`config.mk`:
```
export PLATFORM = sky130hd
export DESIGN_NAME = rk_spi_port_flat
export DESIGN_NICKNAME = d
export VERILOG_FILES = /design/src/rtl/rk_spi_pkg.sv /design/src/rtl/rk_spi_port_if.sv /design/src/rtl/rk_spi_shifter.sv /design/src/rtl/rk_spi_port.sv /design/src/flat_wrapper.sv
export SDC_FILE = /design/constraint.sdc
export NUM_CORES = 1
export LEC_CHECK = 0
export CAP_MARGIN = 25
export CORE_ASPECT_RATIO = 0.5
export CORE_MARGIN = 4
export CORE_UTILIZATION = 28
export CTS_CLUSTER_SIZE = 30
export DETAILED_ROUTE_END_ITERATION = 10
export HOLD_SLACK_MARGIN = 0.02
export PLACE_DENSITY = 0.52
export SLEW_MARGIN = 20
export SYNTH_ARGS = -nofsm -noshare
export SYNTH_HDL_FRONTEND = slang
export SYNTH_HIERARCHICAL = 1
export SYNTH_SLANG_ARGS = --single-unit
```
`constraint.sdc`:
```
create_clock -name clk50mhz -period 2.35 [get_ports clk50mhz]
set_clock_uncertainty 0.2 [all_clocks]
set_input_delay 0.5875 -clock clk50mhz [delete_from_list [all_inputs] [get_ports clk50mhz]]
set_output_delay 0.5875 -clock clk50mhz [all_outputs]
set_load 0.02 [all_outputs]
```
`src/rtl/rk_spi_pkg.sv`:
```
`default_nettype none
// ============================================================================
// Module   : rk_spi_pkg
// Purpose  : Register offsets, mode constants and hardware-FSM state encoding
//            shared by the rk_spi_port block.
// Revision : 1.0 - initial release
// ============================================================================
package rk_spi_pkg;

  localparam logic [1:0] REG_CS   = 2'd0;
  localparam logic [1:0] REG_DATA = 2'd1;
  localparam logic [1:0] REG_CTRL = 2'd2;
  localparam logic [1:0] REG_DIV  = 2'd3;

  localparam logic MODE_LEGACY = 1'b0;
  localparam logic MODE_HW     = 1'b1;

  typedef enum logic [1:0] {
    ST_IDLE = 2'd0,
    ST_LOW  = 2'd1,
    ST_HIGH = 2'd2
  } spi_state_t;

endpackage
`default_nettype wire

```
`src/rtl/rk_spi_port_if.sv`:
```
`default_nettype none
// ============================================================================
// Module   : rk_spi_port_if
// Purpose  : CPU-side register bus of the SPI port (decoded 0xA000 window).
// Revision : 1.0 - initial release
// ============================================================================
interface rk_spi_port_if;

  logic [1:0] addr;
  logic       we_n;
  logic       bus_rd;
  logic [7:0] idata;
  logic [7:0] odata;
  logic       busy;
  logic       irq;

  modport master (output addr, we_n, bus_rd, idata, input  odata, busy, irq);
  modport slave  (input  addr, we_n, bus_rd, idata, output odata, busy, irq);

endinterface
`default_nettype wire

```
`src/rtl/rk_spi_shifter.sv`:
```
`default_nettype none
// ============================================================================
// Module   : rk_spi_shifter
// Purpose  : Hardware byte-mode engine: SCK divider, bit FSM and tx/rx shift
//            registers (SPI mode 0, MSB first).
// Revision : 1.0 - initial release
// ============================================================================
module rk_spi_shifter
  import rk_spi_pkg::*;
(
  input  wire logic       clk50mhz,
  input  wire logic       reset,
  input  wire logic       i_start,
  input  wire logic [7:0] i_tx,
  input  wire logic [7:0] i_div,
  input  wire logic       i_miso,
  input  wire logic       i_clr_done,
  output logic            o_sck,
  output logic            o_mosi,
  output logic            o_busy,
  output logic            o_done,
  output logic [7:0]      o_rx
);

  spi_state_t r_state, w_state;
  logic [7:0] r_cnt,    w_cnt;
  logic [2:0] r_bitcnt, w_bitcnt;
  logic [7:0] r_tx,     w_tx;
  logic [7:0] r_rx,     w_rx;
  logic       r_sck,    w_sck;
  logic       r_mosi,   w_mosi;
  logic       r_done,   w_done;

  always_ff @(posedge clk50mhz or posedge reset) begin
    if (reset) begin
      r_state  <= ST_IDLE;
      r_cnt    <= 8'd0;
      r_bitcnt <= 3'd0;
      r_tx     <= 8'd0;
      r_rx     <= 8'd0;
      r_sck    <= 1'b0;
      r_mosi   <= 1'b1;
      r_done   <= 1'b0;
    end else begin
      r_state  <= w_state;
      r_cnt    <= w_cnt;
      r_bitcnt <= w_bitcnt;
      r_tx     <= w_tx;
      r_rx     <= w_rx;
      r_sck    <= w_sck;
      r_mosi   <= w_mosi;
      r_done   <= w_done;
    end
  end

  always_comb begin
    w_state  = r_state;
    w_cnt    = r_cnt;
    w_bitcnt = r_bitcnt;
    w_tx     = r_tx;
    w_rx     = r_rx;
    w_sck    = r_sck;
    w_mosi   = r_mosi;
    w_done   = r_done & ~i_clr_done;
    case (r_state)
      ST_IDLE: begin
        if (i_start) begin
          w_tx     = i_tx;
          w_mosi   = i_tx[7];
          w_bitcnt = 3'd0;
          w_cnt    = i_div;
          w_done   = 1'b0;
          w_state  = ST_LOW;
        end
      end
      ST_LOW: begin
        if (r_cnt == 8'd0) begin
          w_sck   = 1'b1;
          w_rx    = {r_rx[6:0], i_miso};
          w_cnt   = i_div;
          w_state = ST_HIGH;
        end else begin
          w_cnt = r_cnt - 8'd1;
        end
      end
      ST_HIGH: begin
        if (r_cnt == 8'd0) begin
          w_sck = 1'b0;
          w_cnt = i_div;
          if (r_bitcnt == 3'd7) begin
            w_done  = 1'b1;
            w_state = ST_IDLE;
          end else begin
            // Next bit goes out on the falling edge, ahead of the next rise.
            w_bitcnt = r_bitcnt + 3'd1;
            w_mosi   = r_tx[3'd6 - r_bitcnt];
            w_state  = ST_LOW;
          end
        end else begin
          w_cnt = r_cnt - 8'd1;
        end
      end
      default: w_state = ST_IDLE;
    endcase
  end

  assign o_sck  = r_sck;
  assign o_mosi = r_mosi;
  assign o_busy = (r_state != ST_IDLE);
  assign o_done = r_done;
  assign o_rx   = r_rx;

endmodule
`default_nettype wire

```
`src/rtl/rk_spi_port.sv`:
```
`default_nettype none
// ============================================================================
// Module   : rk_spi_port
// Purpose  : SPI master for the 0xA000 window: legacy bit-bang SD interface
//            plus hardware byte mode. Optional macro RK_SPI_IRQ_EN adds a
//            transfer-done interrupt enabled by CTRL bit1.
// Revision : 1.0 - initial release
// ============================================================================
module rk_spi_port
  import rk_spi_pkg::*;
#(
  parameter int         CS_COUNT  = 1,
  parameter logic [7:0] DIV_RESET = 8'd24
) (
  input  wire logic           clk50mhz,
  input  wire logic           reset,
  rk_spi_port_if.slave        bus,
  input  wire logic           spi_miso,
  output logic                spi_mosi,
  output logic                spi_sck,
  output logic [CS_COUNT-1:0] spi_cs_n
);

  logic                r_mode;
  logic [7:0]          r_div;
  logic [CS_COUNT-1:0] r_cs;
  logic                r_sck_leg;
  logic                r_mosi_leg;
  logic [6:0]          r_lshift;

  logic       w_wr;
  logic       w_busy;
  logic       w_done;
  logic       w_hw_sck;
  logic       w_hw_mosi;
  logic [7:0] w_rx;
  logic       w_start;
  logic       w_clr_done;
  logic       w_ien;
  logic [3:0] w_cs4;

  assign w_wr       = ~bus.we_n;
  assign w_start    = w_wr & (bus.addr == REG_DATA) & (r_mode == MODE_HW);
  assign w_clr_done = bus.bus_rd & (bus.addr == REG_DATA) & (r_mode == MODE_HW);

`ifdef RK_SPI_IRQ_EN
  logic r_ien;
  assign w_ien   = r_ien;
  assign bus.irq = w_done & r_ien;
`else
  assign w_ien   = 1'b0;
  assign bus.irq = 1'b0;
`endif

  always_ff @(posedge clk50mhz or posedge reset) begin
    if (reset) begin
      r_mode     <= MODE_LEGACY;
      r_div      <= DIV_RESET;
      r_cs       <= '0;
      r_sck_leg  <= 1'b0;
      r_mosi_leg <= 1'b1;
      r_lshift   <= 7'd0;
`ifdef RK_SPI_IRQ_EN
      r_ien      <= 1'b0;
`endif
    end else if (w_wr) begin
      case (bus.addr)
        REG_CS: r_cs <= bus.idata[CS_COUNT-1:0];
        REG_DATA: begin
          // The sck test makes a repeated strobe shift only once.
          if (r_mode == MODE_LEGACY) begin
            r_mosi_leg <= bus.idata[7];
            r_sck_leg  <= 1'b0;
            if (r_sck_leg) r_lshift <= {r_lshift[5:0], spi_miso};
          end
        end
        REG_CTRL: begin
          if (!w_busy) begin
            r_mode    <= bus.idata[0];
            r_sck_leg <= 1'b0;
`ifdef RK_SPI_IRQ_EN
            r_ien     <= bus.idata[1];
`endif
          end
        end
        REG_DIV: if (!w_busy) r_div <= bus.idata;
        default: ;
      endcase
    end else if (bus.bus_rd && r_mode == MODE_LEGACY) begin
      r_sck_leg <= 1'b1;
    end
  end

  rk_spi_shifter u_shifter (
    .clk50mhz   (clk50mhz),
    .reset      (reset),
    .i_start    (w_start),
    .i_tx       (bus.idata),
    .i_div      (r_div),
    .i_miso     (spi_miso),
    .i_clr_done (w_clr_done),
    .o_sck      (w_hw_sck),
    .o_mosi     (w_hw_mosi),
    .o_busy     (w_busy),
    .o_done     (w_done),
    .o_rx       (w_rx)
  );

  always_comb begin
    w_cs4               = 4'd0;
    w_cs4[CS_COUNT-1:0] = r_cs;
  end

  always_comb begin
    bus.odata = 8'h00;
    case (bus.addr)
      REG_CS:   bus.odata = {w_busy, r_mode, w_done, 1'b0, w_cs4};
      REG_DATA: bus.odata = (r_mode == MODE_HW) ? w_rx : {r_lshift, spi_miso};
      REG_CTRL: bus.odata = {6'd0, w_ien, r_mode};
      REG_DIV:  bus.odata = r_div;
      default:  bus.odata = 8'h00;
    endcase
  end

  assign bus.busy = w_busy;
  assign spi_sck  = (r_mode == MODE_HW) ? w_hw_sck  : r_sck_leg;
  assign spi_mosi = (r_mode == MODE_HW) ? w_hw_mosi : r_mosi_leg;
  assign spi_cs_n = ~r_cs;

endmodule
`default_nettype wire

```
`src/flat_wrapper.sv`:
```
// flat-port wrapper written by rule: the top's interface ports become plain ports
module rk_spi_port_flat import rk_spi_pkg::*;
#(
  parameter int         CS_COUNT  = 1,
  parameter logic [7:0] DIV_RESET = 8'd24
)
  (clk50mhz, reset, spi_miso, spi_mosi, spi_sck, spi_cs_n, bus_addr, bus_we_n, bus_bus_rd, bus_idata, bus_odata, bus_busy, bus_irq);
  rk_spi_port_if bus_i ();
  input  wire logic clk50mhz;
  input  wire logic reset;
  input  wire logic spi_miso;
  output logic spi_mosi;
  output logic spi_sck;
  output logic [CS_COUNT-1:0] spi_cs_n;
  input wire logic [$bits(bus_i.addr)-1:0] bus_addr;
  input wire logic [$bits(bus_i.we_n)-1:0] bus_we_n;
  input wire logic [$bits(bus_i.bus_rd)-1:0] bus_bus_rd;
  input wire logic [$bits(bus_i.idata)-1:0] bus_idata;
  output wire logic [$bits(bus_i.odata)-1:0] bus_odata;
  output wire logic [$bits(bus_i.busy)-1:0] bus_busy;
  output wire logic [$bits(bus_i.irq)-1:0] bus_irq;
  assign bus_i.addr = bus_addr;
  assign bus_i.we_n = bus_we_n;
  assign bus_i.bus_rd = bus_bus_rd;
  assign bus_i.idata = bus_idata;
  assign bus_odata = bus_i.odata;
  assign bus_busy = bus_i.busy;
  assign bus_irq = bus_i.irq;
  rk_spi_port #(.CS_COUNT(CS_COUNT), .DIV_RESET(DIV_RESET)) u_core (.clk50mhz(clk50mhz), .reset(reset), .bus(bus_i), .spi_miso(spi_miso), .spi_mosi(spi_mosi), .spi_sck(spi_sck), .spi_cs_n(spi_cs_n));
endmodule
```
After elaboration in Yosys (flattened, before gate mapping):

Cells that the tools add are included.

* register bits after elaboration: 51
* input bits: 15

* add/sub/neg operators: 3
* magnitude comparators: 1
* eq/ne operators: 13
* mux-type cells: 34
* bitwise operators: 10
* reduce and logical (&&, ||, !) cells: 22

Operators by type and width (number)
* 8-bit one-hot mux with 4 select lines: 1
* 8-bit 2-to-1 mux: 3
* 1-bit 2-to-1 mux: 16
* 8-bit one-hot mux with 2 select lines: 1
* 3-bit AND reduction: 5
* 4-bit AND reduction: 3
* 3-bit 2-to-1 mux: 3
* 8-bit zero test: 1
* 2-bit != test, second input constant: 4
* 1-bit one-hot mux with 2 select lines: 4
* 2-bit AND reduction: 4
* 2-bit nonzero test: 4
* 8-bit by 1-bit subtractor with 8-bit output, second input constant: 1
* 2-bit == test, second input constant: 3
* 2-bit 2-to-1 mux: 3
* 3-bit != test, second input constant: 2
* 2-bit one-hot mux with 3 select lines: 1
* 3-bit one-hot mux with 2 select lines: 1
* 1-bit AND: 5
* 1-bit inverter: 5
* 2-bit by 1-bit == test with 1-bit output, second input constant: 2
* 2-bit zero test: 2
* 3-bit by 4-bit less-than comparator with 1-bit output, second input constant: 1
* 3-bit by 1-bit adder with 3-bit output, second input constant: 1
* other kinds (7): 7

Longest topological paths before layout:

Gate-level depths: netlist (run 1).

* depth in word-level cells: 8
* gate-level depth with buffers: 8

Cells and area by module:

The synthesis (run 1) kept the hierarchy.

Modules (own cells, without submodules)
* rk_spi_shifter: times used 1, cells each 163, area each 1776.7 µm²
* rk_spi_port: times used 1, cells each 95, area each 1081.0 µm²

Least setup slack after synthesis (run 1):

OpenSTA, ideal clock, no wires.

* path type: input -> register
* start point: input bus_addr[0]
* end point: register u_core.u_shifter.r_cnt[2]
* library setup time: 0.087 ns
* data arrival time: 2.181 ns
* data required time: 2.063 ns
* setup slack: -0.118 ns
* stages: 8
* path buffers: 3
* path through: buf_2 buf_2 nor4bb_1 nor2b_1 nor2_1 clkbuf_1 o21ai_0 a22oi_1

* longest elaborated chain between the ends: 5

Ends and longest elaborated chain
* start: declaration: line flat_wrapper.sv:15 `input wire logic [$bits(bus_i.addr)-1:0] bus_addr;`
* 2-bit by 1-bit == test with 1-bit output: line rk_spi_port.sv:43 `assign w_start = w_wr & (bus.addr == REG_DATA) & (r_mode == MODE_HW);`
* 1-bit AND (2 in a row): line rk_spi_port.sv:43
* named net u_core.w_start: line rk_spi_port.sv:37 `logic w_start;`
* 2-bit != test (no line)
* 2-bit AND reduction (no line)
* end signal: assignment: line rk_spi_shifter.sv:46 `r_cnt <= w_cnt;`
* end: declaration: line rk_spi_shifter.sv:26 `logic [7:0] r_cnt, w_cnt;`

The timed path passes the listed nets, and every way through them passes these cells.
A chain may end at the register's enable or synchronous reset.

Final worst setup path (run 1):

* start point: register u_core.r_mode
* end point: output bus_odata[7]

* longest elaborated chain between the ends: 2

Ends and longest elaborated chain
* start: declaration: line rk_spi_port.sv:24 `logic r_mode;`
* start signal: assignment: line rk_spi_port.sv:79 `r_mode <= bus.idata[0];`
* 8-bit 2-to-1 mux: line rk_spi_port.sv:118 `REG_DATA: bus.odata = (r_mode == MODE_HW) ? w_rx : {r_lshift, spi_miso};`
* 8-bit one-hot mux with 4 select lines: line rk_spi_port.sv:116 `case (bus.addr)`
* end: declaration: line flat_wrapper.sv:19 `output wire logic [$bits(bus_i.odata)-1:0] bus_odata;`

No other way between the ends.

==> results.md, run 1 <==
Detailed routing:
- The count of nets left with antenna violations once routing finished came out at 0.
- After detailed routing, the number of remaining DRC violations is 0.
- The mean routed wirelength per cell is 15.2 um.
- The routed wire length is 6910 um.
- The first detailed-routing pass took 4 iterations.
- For this block, the initial DRC count from the detailed router was 172.
- In the routed layout, each cell is associated on average with a via count of 4.67.
- The number of vias after detailed routing is 2124.

CTS:
- TritonCTS built the clock tree.
- After clock tree synthesis, the clock-pin slew on the worst setup and hold paths is 0.07 ns.
- The CTS buffer count is 5.
- In this run the number of H-tree levels came out at 2.
- The maximum count of clock buffers along a single path is 2.
- The clock sink count is 51.
- Clock tree synthesis selected as its root buffer the cell sky130_fd_sc_hd__clkbuf_16.
- Clock latency on the worst-skew pair, taken at its later pin, is 0.29 ns.

Job:
- The total of max-cap violations is 0.

Die:
- The height of the die is 79.4 um.
- The area inside the core boundary is 9700 sq um.
- During I/O placement, the number of pins put on the boundary was 28.
- The floorplan has 25 rows.
- For this configuration, the core starts out at a cell density of 29.5%.
- From left edge to right edge, the die measures 151 um.
- The floorplan die area is 12000 sq um.

Timing:
- The slack of the critical path is 0.0541 ns.
- Setup violations remaining at the end of the flow were counted as 0.
- The total negative slack is 0 ns.
- The number of endpoints with negative hold slack in the final report is 0.
- Subtracting the final worst setup slack from the clock period gives 2.30 ns.
- The highest clock frequency the design can meet is 436 MHz.
- The max-slew violation total from the final report is 0.
- In the finished design, the share of the clock period the worst path needs comes to 97.7%.
- Setup repair after global routing could not meet its margin everywhere.

Layout:
- Fill cells in the final layout number 974.
- The count of antenna diodes in the layout is 0.
- The number of nets in the final layout is 343.
- Registers take 1280 sq um.
- The proportion of layout cells with a drive suffix above 1 is 39.7%.
- At the end of the flow the core is filled with cells to 38.4%.
- From synthesis to final layout, the design area changed by 30.2%.
- The most frequent standard cell in the layout excluding fill and tap cells is sky130_fd_sc_hd__dfrtp_1.
- In the layout the commonest cells are sky130_fd_sc_hd__dfrtp_1 (46), sky130_fd_sc_hd__mux2_2 (38), sky130_fd_sc_hd__buf_4 (36).
- The multi-input combinational cells in the finished layout cover a total of 1520 sq um.

Global route:
- The via count of the first global-routing pass is 2253.
- The maximum number of pins on one net before global-route repair is 33.
- The global-route wire length before repair is 11500 um.
- The met2 usage is 20.8%.
- Global routing used 16.3% of the available met1 tracks.
- After global routing the overflow that remains totals 0.
- For met3 alone, demand over resource in global routing was 1.93%.
- The highest-utilization routing layer at the global route stage is met2.
- Global routing used 12.2% of the available tracks across all layers.
- The initial antenna violation count was 0.

Critical path:
- The most used cell along the critical path is sky130_fd_sc_hd__buf_6.
- The category of the worst setup path launch point is a flip-flop.
- The arrival time at the worst endpoint is 1.51 ns.
- The critical path class is reg2out.
- The number of cells on the worst reg-to-reg path is 4.
- Among all stages on the critical path, the largest delay is contributed by sky130_fd_sc_hd__dfrtp_2.
- At the worst endpoint, the required time is 1.56 ns.
- Traced cell by cell, the critical path runs through buf_6, mux2i_1, a211oi_1, a31o_2, buf_6.
- The largest stage delay on the critical path is 0.44 ns.
- Along the worst path, the maximum fanout reaches 4.
- The nature of the critical path endpoint is an output port.

Logic synthesis:
- The synthesized netlist devotes 12.4% of its cell area to compound gates.
- The number of standard cells after synthesis is 258.
- The dominant combinational cell family by area after synthesis is multiplexers.
- The post-synthesis share of cell area spent on and, or, nand and nor gates is 13.1%.
- After Yosys synthesis, XOR and XNOR cells account for 0.306% of the synthesized area.
- The fraction of the yosys area taken by sequential cells is 44.8%.
- The total nets after synthesis is 282.
- The mux contribution to synthesized area is 20.8%.
- Yosys attributes the largest share of cell area to sky130_fd_sc_hd__dfrtp_1 (41%), sky130_fd_sc_hd__mux2_2 (15%), sky130_fd_sc_hd__mux2i_1 (4.2%), sky130_fd_sc_hd__ha_1 (3.9%), sky130_fd_sc_hd__dfstp_2 (3.7%).
- Counting flops with an async set or reset pin after synthesis yields a share of 100%.
- The cell type contributing the most total cell area after synthesis is sky130_fd_sc_hd__dfrtp_1.
- The portion of synthesized cell area occupied by the leading cell type is 41.2%.
- Synthesis instantiated 47 different standard cells from the library.
- The fraction of the mapped netlist area in adder cells is 3.94%.
- The mean cell area of the mapped netlist is 11.1 sq um.
- The cell area that synthesis handed to floorplanning was 2860 sq um.
- The synthesized design contains 51 register bits.
- The most used flip-flop cell after synthesis is sky130_fd_sc_hd__dfrtp_1.
- The count of synthesis-stage warnings from yosys is 6.
- The number of enable-type register cells in the synthesized netlist is 0.

Hold path:
- The worst hold-check path type is reg2reg.
- Along the worst hold path, the cell count comes to 1.

Power:
- Combinational cells account for 45.2% of the total power.
- The largest vdd supply drop is 0.311 mV.
- The share of power burned in the clock network is 17.8%.
- The part of the power in registers is 37.0%.
- The internal portion of the total power is 2.58 mW.
- The net switching power of the design is 1.51 mW.
- The switching part of the total power is 36.9%.
- For this design the static power due to leakage is 1.68 nW.
- The cell area power density is 1100 nW/um^2.

Placed design:
- At the placement stage, the worst setup path has a slack of -0.838 ns.
- During placement, the flow inserted port buffers numbering 26.
- The final weighted congestion of routability-driven global placement is 0.828.
- Detailed placement finished with a half-perimeter wire length of 5230 um.

Run status:
- The run finished with clean final reports.
## worst paths after layout
check                                      endpoint                 startpoint  slack, ns
hold / removal                   u_core/r_lshift[6]         u_core/r_lshift[6]       0.31
max in group asynchronous   u_core/u_shifter/o_mosi                      reset       1.08
hold reg to reg                  u_core/r_lshift[6]         u_core/r_lshift[6]       0.31
min in group asynchronous           u_core/r_div[2]                      reset       0.47
setup reg to reg           u_core/u_shifter/o_rx[0]  u_core/u_shifter/r_cnt[4]       0.18
setup / recovery                       bus_odata[7]              u_core/r_mode       0.05
## power by group through the flow
stage	Clock (mW)	Sequential [mW]	Combinational (mW)
5_1_grt	0.794	1.57	2.03
2_1_floorplan	0	1.41	1.24
3_3_place_gp	0	1.52	1.75
4_1_cts	0.756	1.51	1.81
3_5_place_dp	0	1.54	1.78
6_report	0.728	1.52	1.85
## per-layer routing
metal | vias to the layer above | part of all wire [%] | wire length [um]
met5 | - | 0 | 0
met4 | 0 | 1.2 | 83
met3 | 8 | 3.8 | 265
met2 | 25 | 48 | 3310
met1 | 1050 | 47 | 3260
li1 | 1041 | - | -
## Yosys cell counts (all sizes together), types with 4 or more instances
cell type	number
dfrtp	47
mux2	38
dfstp	4
nand2b	5
inv	16
a22oi	4
a211oi	5
buf	7
nand2	24
a21oi	11
nand3	4
ha	9
nor2	14
o211a	4
mux2i	12
clkbuf	4
nor2b	5
nor3	5
o21ai	10
## flip-flops by register name (all words and copies together) (netlist names), 2 cells and up
name,flops
u_core/u_shifter/r_cnt,8
u_core/r_div,8
u_core/r_lshift,7
u_core/u_shifter/r_tx,8
u_core/u_shifter/r_bitcnt,3
u_core/u_shifter/r_state,2
u_core/u_shifter/o_rx,8
## critical path: cells and delay by family, from the launching register on
kind | cells | cell delay [ns]
buffers and inverters | 2 | 0.25
AO/OA/AOI/OAI | 2 | 0.41
flip-flops | 1 | 0.44
multiplexers | 1 | 0.12
## layout make-up
class | count | area share (%)
multi-input cells | 179 | 40.9
flip-flops and latches | 51 | 34.5
repair buffers | 65 | 14.5
well taps | 135 | 4.54
clock buffers | 5 | 3.36
inverters | 17 | 1.71
clock inverters | 3 | 0.538
## repair_timing
item | 4_1_cts | 5_1_grt
gates resized for setup | 48 | 24
hold buffers | 0 | 0
setup endpoints to repair | 34 | 11
hold endpoints to repair | 0 | 0
buffers inserted | 2 | 0
pin swaps | 1 | 5
## kinds of logic after synthesis
family          Yosys count
simple gates             67
other cells               1
fa+ha+maj                 9
flops                    51
compound gates           49
xor+xnor                  1
mux                      52
buf+inv                  28
## stage by stage
step / power [mW] / hold WS [ns] / instances / instance area, sq um
finish: 4.10 / 0.308 / 455 / 3720
floorplan: 2.65 / 0.260 / 258 / 2870
global route: 4.39 / 0.327 / 455 / 3720
global placement: 3.26 / 0.286 / 445 / 3520
detailed placement: 3.31 / 0.290 / 445 / 3520
CTS: 4.08 / 0.311 / 455 / 3700
No activity file was read; power rests on OpenSTA's default activity.
==> inputs of run 2 (changes only) <==
Settings changed: CELL_PAD_IN_SITES_DETAIL_PLACEMENT set to 1, CELL_PAD_IN_SITES_GLOBAL_PLACEMENT set to 1, DONT_BUFFER_PORTS set to 1, PLACE_DENSITY 0.52 to 0.56.
==> results.md, run 2 (synthesis results as in run 1) <==
Run status:
- The flow ran to the end, and the final reports show no timing, DRC or antenna violations.

Timing:
- The measured slew at the worst slew-check pin is 0.806 ns.
- In this run the tightest slew margin relative to its limit is 46.2%.
- The highest clock frequency the design can meet is 437 MHz (+0.39%).
- The total of endpoints with negative setup slack in the final report came to 0 (unchanged).
- The minimum period implied by the final worst setup slack is 2.29 ns (-0.00895 ns).
- The number of endpoints with negative hold slack in the final report came to 0 (unchanged).
- The post-route fraction of the period consumed by the critical path is 97.3% (-0.38 points).
- The max-slew violation total from the final report came to 0 (unchanged).
- The total negative slack is 0 ns (unchanged).

Die:
- The starting density of the core is 29.5% (unchanged).
- The height of the die came to 79.4 um (unchanged).
- The top-level port count was 28 (unchanged).
- The placement row count is 25 (unchanged).
- The floorplan die area is 12000 sq um (unchanged).
- The area inside the core boundary was 9700 sq um (unchanged).
- The die span in x came to 151 um (unchanged).

Critical path:
- On the critical path, the stage with the largest delay is an instance of sky130_fd_sc_hd__dfrtp_1.
- The worst setup path is launched from a flip-flop.
- The required time of the worst setup path is 1.56 ns (about the same).
- The reg-to-reg setup timing slack is 0.19 ns (about the same).
- The nature of the critical path endpoint is an output port.
- Walking the worst path, the cells encountered are inv_1, ha_2, inv_2, nor2_1, a211oi_2, a31o_2.
- The largest stage delay on the critical path is 0.39 ns (-0.05 ns).
- The arrival time at the worst endpoint came to 1.50 ns (about the same).
- The largest driver fanout on the critical path is 3 (-1).
- The critical path class is reg2out.

CTS:
- The hold buffer count at cts was 0 (unchanged).
- The maximum count of clock buffers along a single path was 2 (unchanged).
- The clock input transition at the sequential cells of the worst setup and hold paths was 0.07 ns (about the same).
- The depth of the CTS H-tree is 2 (unchanged).
- TritonCTS built the clock tree.
- The latest clock arrival within the worst-skew pair is 0.29 ns (about the same).
- The clock sink count was 51 (unchanged).
- The CTS buffer count is 5 (unchanged).
- The root buffer cell is sky130_fd_sc_hd__clkbuf_16.

Placed design:
- The quantity of I/O buffers inserted on ports came to 0 (-100%).
- The detailed placer's ending HPWL is 5490 um (+5.0%).
- The total cell area at the placement stage is 3080 sq um (-13%).
- The final weighted congestion of routability-driven global placement is 0.803 (-3.0%).

Hold path:
- The min-delay analysis places its worst path in the category in2async.

Global route:
- The overall track demand over capacity in global routing is 12.8% (+0.54 points).
- The overflow left after global routing was 0 (unchanged).
- The global-route wire length before repair is 12000 um (+4.4%).
- The via count of the first global-routing pass is 2190 (-2.8%).
- The initial antenna violation count is 0 (unchanged).
- The maximum number of pins on one net before global-route repair is 33 (unchanged).

Detailed routing:
- The routed wire length is 7280 um (+5.3%).
- The mean routed wirelength per cell was 17.9 um (+18%).
- The number of antenna-violating nets in the routed design is 0 (unchanged).
- The number of vias after detailed routing is 1991 (-6.3%).
- The remaining design rule violation count is 0 (unchanged).
- The number of vias per cell was 4.89 (+4.8%).
- The number of violations reported at the end of detailed-routing iteration 0 is 82 (-52%).
- The number of iterations in the first detailed-routing pass is 4 (unchanged).

Layout:
- The library cell used most frequently in the layout, excluding fill and tap cells, is sky130_fd_sc_hd__dfrtp_1.
- The count of antenna diodes in the layout is 0 (unchanged).
- The synthesis-to-layout area growth is 15.5%.
- The number of filler instances in the final layout is 1095 (+12%).
- The final non-filler cell area is 3300 sq um (-11%).
- The proportion of layout cells with a drive suffix above 1 came to 31.6% (-8.1 points).
- The register area is 1280 sq um (unchanged).
- The post-layout utilization of the core came to 34.1% (-4.3 points).
- The top cell types in the final layout, fill and taps aside, are sky130_fd_sc_hd__dfrtp_1 (46), sky130_fd_sc_hd__mux2_2 (38), sky130_fd_sc_hd__nand2_1 (22).
- The multi-input gate area in the final layout is 1470 sq um (-3.6%).
- The number of nets in the final layout is 295 (-14%).

Power:
- The share of power burned in the clock network is 23.2% (+5.4 points).
- The switching part of the total power is 36.1% (-0.80 points).
- The cell area power density is 1230 nW/um^2 (+12%).
- The net switching power of the design was 1.47 mW (-2.9%).
- The cell-internal power is 2.60 mW (+0.47%).
- The part of the power in registers was 37.8% (+0.8 points).
- The share of power burned in combinational logic is 39.0% (-6.2 points).
- The leakage power of the design is 1.47 nW (-12%).
- The largest vdd supply drop is 0.322 mV (+3.5%).

Job:
- The total of max-cap violations is 0 (unchanged).
-- run 2: changes by cell type in the layout (fill, tap and decap cells not counted), sizes merged --
cell | before | now
dlygate4sd2 | 3 | 0
clkinv | 2 | 1
buf | 48 | 17
clkbuf | 7 | 5
clkinvlp | 2 | 1
bufinv | 0 | 2
clkdlybuf4s50 | 12 | 0
-- run 2: metal layers --
metal  vias to the layer above  wire length [um]  track usage, %
li1                        948                 -               -
met1                      1024              3570            17.0
met2                        14              3500            21.5
met3                         5               141            2.16
met4                         0                69            3.62
met5                         -                 0               0
-- run 2: power groups by stage --
stage / combinational (mW) / sequential, mW / clock [mW]
floorplan: 1.24 / 1.41 / 0
global placement: 1.49 / 1.54 / 0
detailed placement: 1.54 / 1.56 / 0
CTS: 1.58 / 1.54 / 0.972
global route: 1.74 / 1.59 / 1.00
finish: 1.58 / 1.54 / 0.945
-- run 2: critical path, delay by kind of cell, from the launching register on --
| kind | cells | cell delay, ns |
|---|---|---|
| AO/OA/AOI/OAI | 2 | 0.33 |
| buffers and inverters | 2 | 0.16 |
| AND/OR/NAND/NOR | 1 | 0.11 |
| adder cells (fa/ha/maj) | 1 | 0.22 |
| flip-flops | 1 | 0.39 |
-- run 2: worst paths after layout --
check,depth (start not counted),from,endpoint
max reg2reg,4,u_core/u_shifter/r_cnt[4],u_core/u_shifter/r_cnt[5]
min,2,reset,u_core/u_shifter/r_cnt[7]
max,6,u_core/u_shifter/r_state[1],bus_odata[7]
max in group asynchronous,1,reset,u_core/r_mode
min reg2reg,1,u_core/u_shifter/r_tx[0],u_core/u_shifter/r_tx[0]
min in group clk50mhz,2,bus_idata[0],u_core/r_cs
-- run 2: area by class of cell --
| type | count | share of cell area (%) |
|---|---|---|
| clock buffers | 5 | 3.79 |
| well taps | 135 | 5.12 |
| clock inverters | 3 | 2.05 |
| flip-flops and latches | 51 | 38.8 |
| repair buffers | 17 | 3.87 |
| multi-input cells | 179 | 44.4 |
| inverters | 17 | 1.93 |
-- run 2: metrics by stage --
| step | worst slack, ns | hold WS [ns] | power, mW | cells |
|---|---|---|---|---|
| 5_1_grt | -0.0201 | 0.114 | 4.33 | 407 |
| 3_5_place_dp | 0.131 | 0.300 | 3.10 | 396 |
| 3_3_place_gp | 0.136 | 0.287 | 3.03 | 396 |
| 6_report | 0.0630 | 0.0786 | 4.07 | 407 |
| 2_1_floorplan | 0.00792 | 0.260 | 2.65 | 258 |
| 4_1_cts | 0.00811 | 0.0893 | 4.09 | 406 |
-- run 2: what timing repair did --
| item | 4_1_cts | 5_1_grt |
|---|---|---|
| buffers inserted | 2 | 1 |
| gates resized for setup | 2 | 2 |
| endpoints found under the setup margin | 1 | 7 |
==> inputs of run 3 (changes only) <==
Settings changed: CAP_MARGIN 25 to unset, PLACE_DENSITY 0.56 to 0.58.
Clock period 2.35 ns to 2.1 ns, I/O delays scaled along.
==> results.md, run 3 (synthesis results as in run 1) <==
Power:
- The share of power burned in the clock network was 17.5% (-5.7 points).
- The cell area power density is 1310 nW/um^2 (+6.8%).
- The part of the power in registers is 35.9% (-1.9 points).
- The leakage power of the design is 1.57 nW (+6.7%).
- The largest vdd supply drop is 0.451 mV (+40%).
- The net switching power of the design is 1.73 mW (+17%).
- The share of power burned in combinational logic is 46.5% (+7.5 points).
- The switching part of the total power was 37.5% (+1.3 points).
- The cell-internal power is 2.88 mW (+11%).

Detailed routing:
- The number of antenna-violating nets in the routed design is 0 (unchanged).
- The mean routed wirelength per cell is 17.5 um (-2.1%).
- The number of violations reported at the end of detailed-routing iteration 0 is 115 (+40%).
- The number of vias after detailed routing is 2092 (+5.1%).
- The number of vias per cell came to 4.91 (+0.39%).
- The number of iterations in the first detailed-routing pass is 4 (unchanged).
- The routed wire length is 7460 um (+2.5%).
- The remaining design rule violation count is 0 (unchanged).

Critical path:
- The required time of the worst setup path is 1.37 ns (-0.19 ns).
- The worst setup path startpoint is u_core/r_mode.
- The end of the critical path is bus_odata[0].
- STA classifies the critical path endpoint as an output port.
- The arrival time at the worst endpoint is 1.43 ns (-0.07 ns).
- The category of the worst setup path launch point is a flip-flop.
- The number of cells on the worst reg-to-reg path is 5 (+1).
- The reg-to-reg setup timing slack is 0 ns (-0.19 ns).
- The source of the worst register-to-register timing path is u_core/u_shifter/r_cnt[3].
- In this run the critical register-to-register path is captured at u_core/u_shifter/r_state[0].
- The critical path class is reg2out.
- The largest driver fanout on the critical path came to 4 (+1).

Layout:
- The synthesis-to-layout area growth is 22.6%.
- The number of filler instances in the final layout is 1088 (-0.64%).
- The count of antenna diodes in the layout came to 0 (unchanged).
- The multi-input gate area in the final layout is 1560 sq um (+6.5%).
- The register area is 1280 sq um (about the same).
- Leaving out fill and tap cells, the most frequent cell in the layout is sky130_fd_sc_hd__dfrtp_1.
- The post-layout utilization of the core is 36.1% (+2.1 points).
- The final non-filler cell area is 3500 sq um (+6.1%).
- The proportion of layout cells with a drive suffix above 1 was 40.9% (+9.3 points).
- In the layout the commonest cells are sky130_fd_sc_hd__dfrtp_1 (47), sky130_fd_sc_hd__mux2_2 (36), sky130_fd_sc_hd__buf_4 (30).
- The number of nets in the final layout came to 314 (+6.4%).

Timing:
- The slack of the critical path is -0.0508 ns (-0.114 ns).
- The total negative slack is -0.158 ns (-0.158 ns).
- For this run, the top clock speed supported by timing is 465 MHz.
- The max-slew violation total from the final report is 0 (unchanged).
- Setup repair after global routing could not meet its margin everywhere.
- The final-layout worst hold slack came to 0.0275 ns (-0.0511 ns).
- The total of endpoints with negative setup slack in the final report came to 4 (+4).
- The number of endpoints with negative hold slack in the final report is 0 (unchanged).
- The post-route fraction of the period consumed by the critical path is 102%.
- For the finished layout, the period the worst path requires is 2.15 ns.

CTS:
- The clock sink count is 51 (unchanged).
- The clock tree from TritonCTS is built.
- The latest clock arrival within the worst-skew pair is 0.29 ns (about the same).
- The CTS buffer count is 5 (unchanged).
- The maximum count of clock buffers along a single path came to 2 (unchanged).
- The clock input transition at the sequential cells of the worst setup and hold paths was 0.07 ns (about the same).
- The root buffer cell is sky130_fd_sc_hd__clkbuf_16.
- The depth of the CTS H-tree was 2 (unchanged).

Job:
- The total of max-cap violations is 0 (unchanged).

Die:
- The starting density of the core is 29.5% (unchanged).
- The placement row count is 25 (unchanged).
- The floorplan die area is 12000 sq um (unchanged).
- The die span in x came to 151 um (unchanged).
- The top-level port count came to 28 (unchanged).
- The area inside the core boundary was 9700 sq um (unchanged).
- The height of the die is 79.4 um (unchanged).

Global route:
- The via count of the first global-routing pass is 2225 (+1.6%).
- The initial antenna violation count is 0 (unchanged).
- The maximum number of pins on one net before global-route repair came to 33 (unchanged).
- The overflow left after global routing came to 0 (unchanged).
- The overall track demand over capacity in global routing is 12.8% (+0.072 points).
- The global-route wire length before repair is 12100 um (+1.6%).

Placed design:
- The final weighted congestion of routability-driven global placement came to 0.792 (-1.5%).
- The worst setup slack after placement was -0.0267 ns (-0.158 ns).
- The detailed placer's ending HPWL is 5350 um (-2.6%).
- The total cell area at the placement stage is 3170 sq um (+3.1%).
- The quantity of I/O buffers inserted on ports is 0 (unchanged).

Run status:
- The final reports fail on negative setup slack.
- The flow ran to the end, but the final reports show violations.

Hold path:
- The worst hold-check path type is in2async.
==> run 3: per-layer routing <==
metal | global-route usage [%] | share of wire [%] | wire, um
met1 | 17.8 | 49 | 3630
met4 | 3.25 | 0.96 | 72
met5 | 0 | 0 | 0
met3 | 1.82 | 2.1 | 158
met2 | 21.2 | 48 | 3610
==> run 3: layout make-up <==
class	count	share of cell area (%)
Multi-Input combinational cell	180	44.6
Sequential cell	51	36.6
Timing Repair Buffer	35	8.07
Tap cell	135	4.82
Clock buffer	5	3.57
Inverter	17	1.82
Clock inverter	3	0.571
==> run 3: per-stage QoR <==
step,instances,power (mW)
final,426,4.61
after global routing,426,4.93
after CTS,418,4.52
after detailed placement,405,3.58
after global placement,405,3.51
after floorplan,258,2.99
==> run 3: power by group through the flow <==
stage	combinational (mW)	sequential, mW	clock (mW)
3_3_place_gp	1.86	1.65	0
5_1_grt	2.35	1.70	0.877
4_1_cts	2.03	1.65	0.846
2_1_floorplan	1.41	1.58	0
3_5_place_dp	1.91	1.67	0
6_report	2.14	1.65	0.808
==> run 3: how the worst min path moves through the flow <==
stage	depth (start not counted)	end
6_report	2	u_core/u_shifter/r_tx[4]
5_1_grt	2	u_core/u_shifter/r_tx[4]
2_1_floorplan	1	u_core/u_shifter/o_sck
4_1_cts	2	u_core/u_shifter/r_tx[4]
3_5_place_dp	2	u_core/r_div[1]
3_3_place_gp	2	u_core/r_div[2]
==> run 3: repair_timing <==
| item | CTS | global route |
|---|---|---|
| endpoints found under the setup margin | 9 | 28 |
| pin swaps | 2 | 12 |
| cloned | 1 | 1 |
| hold buffers | 1 | 0 |
| buffers inserted | 3 | 7 |
| gates resized for setup | 8 | 17 |
| endpoints found under the hold margin | 16 | 0 |
==> run 3: critical path, stage by stage (launching register included) <==
cell and delay (ns):
sky130_fd_sc_hd__dfrtp_1 0.41, sky130_fd_sc_hd__buf_2 0.18, sky130_fd_sc_hd__nand2_1 0.09, sky130_fd_sc_hd__o22ai_1 0.09
sky130_fd_sc_hd__a211oi_2 0.21, sky130_fd_sc_hd__buf_4 0.17
